===== config.mk =====
export PLATFORM = sky130hd
export DESIGN_NAME = noise_ma_filter
export DESIGN_NICKNAME = d
export VERILOG_FILES = /design/src/rtl/noise_ma_filter.sv
export SDC_FILE = /design/constraint.sdc
export NUM_CORES = 1
export LEC_CHECK = 0
export ABC_AREA = 1
export ABC_CLOCK_PERIOD_IN_PS = 3300
export CAP_MARGIN = 20
export CORE_MARGIN = 2
export CORE_UTILIZATION = 60
export CTS_BUF_LIST = sky130_fd_sc_hd__clkbuf_8
export DETAILED_ROUTE_END_ITERATION = 12
export PLACE_DENSITY = 0.78
export SETUP_SLACK_MARGIN = 0.3
export SLEW_MARGIN = 30
export SYNTH_ARGS = -nofsm -noshare
export SYNTH_HDL_FRONTEND = slang
export SYNTH_SLANG_ARGS = --single-unit

===== constraint.sdc =====
create_clock -name clk -period 3.3 [get_ports clk]
set_clock_uncertainty 0.2 [all_clocks]
set_input_delay 0.33 -clock clk [delete_from_list [all_inputs] [get_ports clk]]
set_output_delay 0.33 -clock clk [all_outputs]
set_load 0.01 [all_outputs]

===== src/rtl/noise_ma_filter.sv =====
// Streaming moving-average filter: mean of the last 2^LOG2N accepted signed samples.
// Optional macro NOISE_MA_WARMUP_EN suppresses outputs until the window is first filled.
module noise_ma_filter #(
  parameter int W     = 16,
  parameter int LOG2N = 3
) (
  input  logic         clk,
  input  logic         reset_n,
  input  logic [W-1:0] s_axi_tdata,
  input  logic         s_axi_tvalid,
  output logic         s_axi_tready,
  output logic [W-1:0] m_axi_tdata,
  output logic         m_axi_tvalid,
  input  logic         m_axi_tready
);

  localparam int N  = 1 << LOG2N;
  localparam int SW = W + LOG2N;

  logic [W-1:0]          buf_reg [N];
  logic [LOG2N-1:0]      wptr_reg;
  logic signed [SW-1:0]  sum_reg;
  logic signed [SW-1:0]  sum_next;
  logic signed [SW-1:0]  in_ext;
  logic signed [SW-1:0]  old_ext;
  logic [W-1:0]          old;
  logic [W-1:0]          mean_next;
  logic [N-1:0]          wen;
  logic                  accept;
  logic                  produce;

  assign s_axi_tready = !m_axi_tvalid || m_axi_tready;
  assign accept       = s_axi_tvalid && s_axi_tready;

  // Register-based buffer so the outgoing sample is read combinationally in the accept cycle.
  assign old     = buf_reg[wptr_reg];
  assign in_ext  = {{LOG2N{s_axi_tdata[W-1]}}, s_axi_tdata};
  assign old_ext = {{LOG2N{old[W-1]}}, old};
  assign sum_next = sum_reg + in_ext - old_ext;

  // Arithmetic shift gives floor division; the mean of W-bit values always fits in W bits.
  assign mean_next = W'(sum_next >>> LOG2N);

  for (genvar gi = 0; gi < N; gi++) begin : g_wen
    assign wen[gi] = accept && (wptr_reg == LOG2N'(gi));
  end

  always_ff @(posedge clk) begin
    for (int i = 0; i < N; i++) begin
      if (!reset_n) begin
        buf_reg[i] <= '0;
      end else if (wen[i]) begin
        buf_reg[i] <= s_axi_tdata;
      end
    end
  end

`ifdef NOISE_MA_WARMUP_EN
  logic [LOG2N:0] fill_reg;

  always_ff @(posedge clk) begin
    if (!reset_n) begin
      fill_reg <= '0;
    end else if (accept && (fill_reg != (LOG2N+1)'(N))) begin
      fill_reg <= fill_reg + (LOG2N+1)'(1);
    end
  end

  // The accept that completes the first full window is the first one to emit.
  assign produce = accept && (fill_reg >= (LOG2N+1)'(N - 1));
`else
  assign produce = accept;
`endif

  always_ff @(posedge clk) begin
    if (!reset_n) begin
      sum_reg      <= '0;
      wptr_reg     <= '0;
      m_axi_tdata  <= '0;
      m_axi_tvalid <= 1'b0;
    end else begin
      if (accept) begin
        sum_reg  <= sum_next;
        wptr_reg <= wptr_reg + LOG2N'(1);
      end
      if (produce) begin
        m_axi_tdata  <= mean_next;
        m_axi_tvalid <= 1'b1;
      end else if (m_axi_tready) begin
        m_axi_tvalid <= 1'b0;
      end
    end
  end

endmodule


; ---- Word level (Yosys, flattened, before mapping)
; Memory sizes are Yosys's and may differ from the RTL's. A register that Yosys moved wholly into a read port is not among the register bits.
; Cells that the tools add are included.
[classes]
n_reduce_logical = 13
addsub = 3
bitwise_logic = 8
eq_ne = 7
mux = 37
[op_table]
columns = operator, count
row1 = $mux 16, 8
row2 = $mux 1, 27
row3 = $add 19x16->19, 1
row4 = $sub 19x16->19, 1
row5 = $eq 3x3->1 const B, 4
row6 = $logic_and 1x1->1, 9
row7 = $or 1x1->1, 8
row8 = $eq 3x2->1 const B, 2
row9 = $mux 3, 2
row10 = $add 3x1->3 const B, 1
row11 = $eq 3x1->1 const B, 1
row12 = $logic_not 3->1, 1
row13 = $reduce_bool 2->1, 1
row14 = $logic_not 1->1, 1
row15 = $logic_or 1x1->1, 1
[totals]
inputBits = 20
memories = 1
mem_bits_rw = 128
register_bits = 39
[memory_table]
columns = memory, depth, width, rd, rd_clocked_by_memory_dff, write_ports, line
row1 = buf_reg, 8, 16, 1, 1, 8, 20  ; logic [W-1:0] buf_reg [N];

; ---- Logic depth before layout (Yosys ltp)
[depth]
ltp_word = 8
depth_mapped = 21

; ---- Least setup slack after synthesis
; Ideal clock, no wire load.
[synth_timing]
path_kind = reg2reg
from = register with a tool-made name
to = register m_axi_tdata[13]
stages_incl_launch_ff = 20
path_slack_ps = 377
setup_ps = 109
required_ps = 2991
arrival_time_ps = 2614
cell_sequence = dfxtp_1 buf_4 buf_2 o21ai_0 o22ai_1 nor2_1 a31oi_1 fa_1 inv_1 fa_1 nand3_1 nand3_1 nand2_1 nand2_1 nand2_1 nand2_1 nand2_1 nand3_1 nand2_1 inv_1
[synth_rtl]
columns = item, line
row1 = "end signal, assigned", 87  ; m_axi_tdata <= mean_next;
row2 = "end, declared", 12  ; output logic [W-1:0] m_axi_tdata,

==> run_results.csv <==
group,metric,value,unit
status,status,"complete, but fails checks",
status,violations,"design-rule violations, negative setup slack",
route,drtPass1Iterations,12,
power,power_density,737,nW/um^2
place,post-place-ws,-0.0761,ns
sta,finalSetupTns,-0.0306,ns
grt,grt_antenna_before_repair,0,
logic_synthesis,synthFlopType,"edfxtp_1",
finish,nets,1080,
setup_path,worstPathArrival,3.52,ns
setup_path,path_max_fanout,8,
logic_synthesis,ys_seq_area_share,51.5,%
place,gp_congestion,0.878,
grt,grt_remaining_overflow,0,
sta,period_needed,3.33,ns
finish,drive_gt1_share,26.6,%
setup_path,cp_slowest_stage_delay,0.54,ns
power,p_switching,3.17,mW
sta,tightestPinTransition,0.663,ns
place,place_area,9290,sq um
floorplanning,die_y,123,microns
sta,period_share,101,%
power,p_sw_share,40.1,%
setup_path,endpoint_kind,"register",
job,drv_cap,0,
clock_network,cts_tree,"yes",
power,pwr-share-seq,29.7,%
floorplanning,num_io_pins,38,
clock_network,clock_sinks,154,
logic_synthesis,syn_area,8480,sq um
sta,finalSetupViolCount,1,
setup_path,critical-path-top-delay-family,"simple AND/OR/NAND/NOR gates",
logic_synthesis,synth_top_area_share,45.3,%
sta,maxSlewHeadroom,55.7,%
grt,grt_pass1_vias,6792,
power,p_leak,4.52,nW
setup_path,cp_common_cell,"nand2_1",
min_path,min_path_type,"reg -> reg",
power,combPwrFrac,51.1,%
setup_path,rrSetupSlack,-0.03,ns
floorplanning,coreArea,13800,sq um
sta,rsz0062_at_grt,"yes",
finish,stdcell_count,1209,
sta,clock.fmax,0.300,GHz
clock_network,h-tree-depth,4,
setup_path,start_kind,"register",
logic_synthesis,synth_top_cell_by_area,"edfxtp_1",
setup_path,critPathBufInv,5,
clock_network,clk_pin_slew,0.09,ns
route,vias,7240,
place,dp.cells,1163,
finish,design_area,10700,sq um
clock_network,clock-root-buffer,"clkbuf_8",
power,clock_power_share,19.2,%
sta,finalMaxSlewViolations,0,
setup_path,worstPathCellList,"inv_8 -> buf_12 -> buf_12 -> o21ai_0 -> o22ai_1 -> nor2_1 -> a31oi_2 -> fa_1 -> inv_2 -> ha_4 -> nand2_1 -> nand2_1 -> nand2_2 -> nand2_2 -> nand2_2 -> nand2_1 -> nor2_1 -> nand2_1 -> nand2_1 -> nand3_1 -> nand2_1 -> inv_1",
floorplanning,rows,43,
setup_path,critical_path_class,"reg -> reg",
setup_path,cp_slowest_cell,"fa_1",
logic_synthesis,syn_nets,1000,
power,ir_drop,0.530,mV
logic_synthesis,synth_edf_count,128,
logic_synthesis,ys_ff_latch,154,
finish,largest_reg_flops,128,
logic_synthesis,synth.area.top_cells,"edfxtp_1 45%, nor2_1 11%, dfxtp_1 6.1%, o21ai_0 5.0%, inv_1 4.6%",
grt,grt_usage,32.7,%
route,drc,2,
sta,setup_ws,-0.0306,ns
floorplanning,dieArea,15100,sq um
clock_network,clock_latency,0.48,ns
floorplanning,die-width,123,microns
route,drt-total-wl,24.8,mm
grt,grt_pass1_wl,36.2,mm
route,final_antenna_net_count,0,
grt,grt_max_degree,38,
logic_synthesis,synthTopCellsByCount,"251 x nor2_1, 128 x edfxtp_1, 104 x inv_1, 90 x nand2_1, 85 x o21ai_0",
logic_synthesis,yosysUniqueCellTypes,38,
logic_synthesis,syn_inst,936,
route,wl_per_cell,20.5,microns
finish,postLayoutCoreUtil,77.6,%
clock_network,cts_buffers,17,
route,via_per_inst,5.99,
floorplanning,start_util,61.3,%
logic_synthesis,syn_avg_cell_area,9.06,sq um
logic_synthesis,synth_warnings,0,
clock_network,cts_buffer_depth,2,
finish,synthToLayoutAreaGrowth,26.5,%
finish,antennaDiodeCount,0,
place,dp_hpwl,14.0,mm
logic_synthesis,yosysMostFrequentCell,"nor2_1",
sta,hold_viol,0,
finish,num-fill-cells,809,
route,drt_iter0_drc,928,
logic_synthesis,synth-async-reset-ratio,0,%
power,power.internal,4.73,mW
setup_path,cp.required,3.48,ns
place,io_buffers,37,
[cell usage in the layout (no fill, tap or decap), types with 23 or more instances in the layout]
cell / n
buf_4: 58
edfxtp_1: 128
nor2_1: 236
nand2_1: 58
a21oi_1: 23
nand2_2: 25
dfxtp_1: 24
clkdlybuf4s50_1: 37
o21ai_0: 43
o21ai_1: 28
inv_1: 87
[kinds of logic (layout without fill, tap and decap cells)]
logic type               after synthesis  in the layout  share of synthesized area, %
adder cells (fa/ha/maj)               44             44                          8.09
buffers and inverters                179            272                          9.55
AO/OA/AOI/OAI                        158            158                          9.98
XOR/XNOR                               9              9                         0.930
flip-flops                           154            154                          51.5
AND/OR/NAND/NOR                      392            392                          20.0
[path summary, 6_finish.rpt]
check	startpoint	depth (start not counted)	endpoint
hold / removal	sum_reg[0]	2	sum_reg[0]
setup reg to reg	register	22	m_axi_tdata[14]
setup / recovery	register	22	m_axi_tdata[14]
hold reg to reg	sum_reg[0]	2	sum_reg[0]
[final cells by class]
cell class,instances,area [sq um],area share (%)
flip-flops and latches,154,4370,40.8
well taps,180,225,2.10
clock inverters,15,171,1.60
clock buffers,17,234,2.18
multi-input cells,603,4020,37.5
repair buffers,117,1220,11.4
inverters,123,482,4.49
[per-layer routing]
metal	GRT usage (%)	wire, microns
met5	0	0
met4	17.8	1200
met3	5.81	2350
met2	53.3	12300
met1	41.7	8910
[worst min-delay path, cell delays in order, from the launching register on]
cell	delay (ns)
dfxtp_1	0.30
inv_1	0.11
a21oi_1	0.08
[metrics by stage]
stage / hold slack [ns] / power (mW)
6_report: 0.330 / 7.90
5_1_grt: 0.356 / 8.26
4_1_cts: 0.279 / 7.21
3_5_place_dp: 0.264 / 5.11
3_3_place_gp: 0.260 / 5.06
2_1_floorplan: 0.235 / 4.24
[power groups by stage]
| stage | logic [mW] | registers, mW | clock network [mW] |
|---|---|---|---|
| final | 4.04 | 2.35 | 1.52 |
| after detailed placement | 2.73 | 2.38 | 0 |
| after CTS | 3.37 | 2.34 | 1.50 |
| after global placement | 2.68 | 2.38 | 0 |
| after global routing | 4.31 | 2.36 | 1.59 |
| after floorplan | 1.88 | 2.36 | 0 |
[what timing repair did]
| item | in CTS | in global routing |
|---|---|---|
| hold buffers | 0 | 0 |
| resized for setup | 121 | 104 |
| setup endpoints to repair | 17 | 18 |
| buffers inserted | 6 | 1 |
| gates cloned | 4 | 3 |
| pin swaps | 41 | 71 |
(Power assumes the default switching activity.)
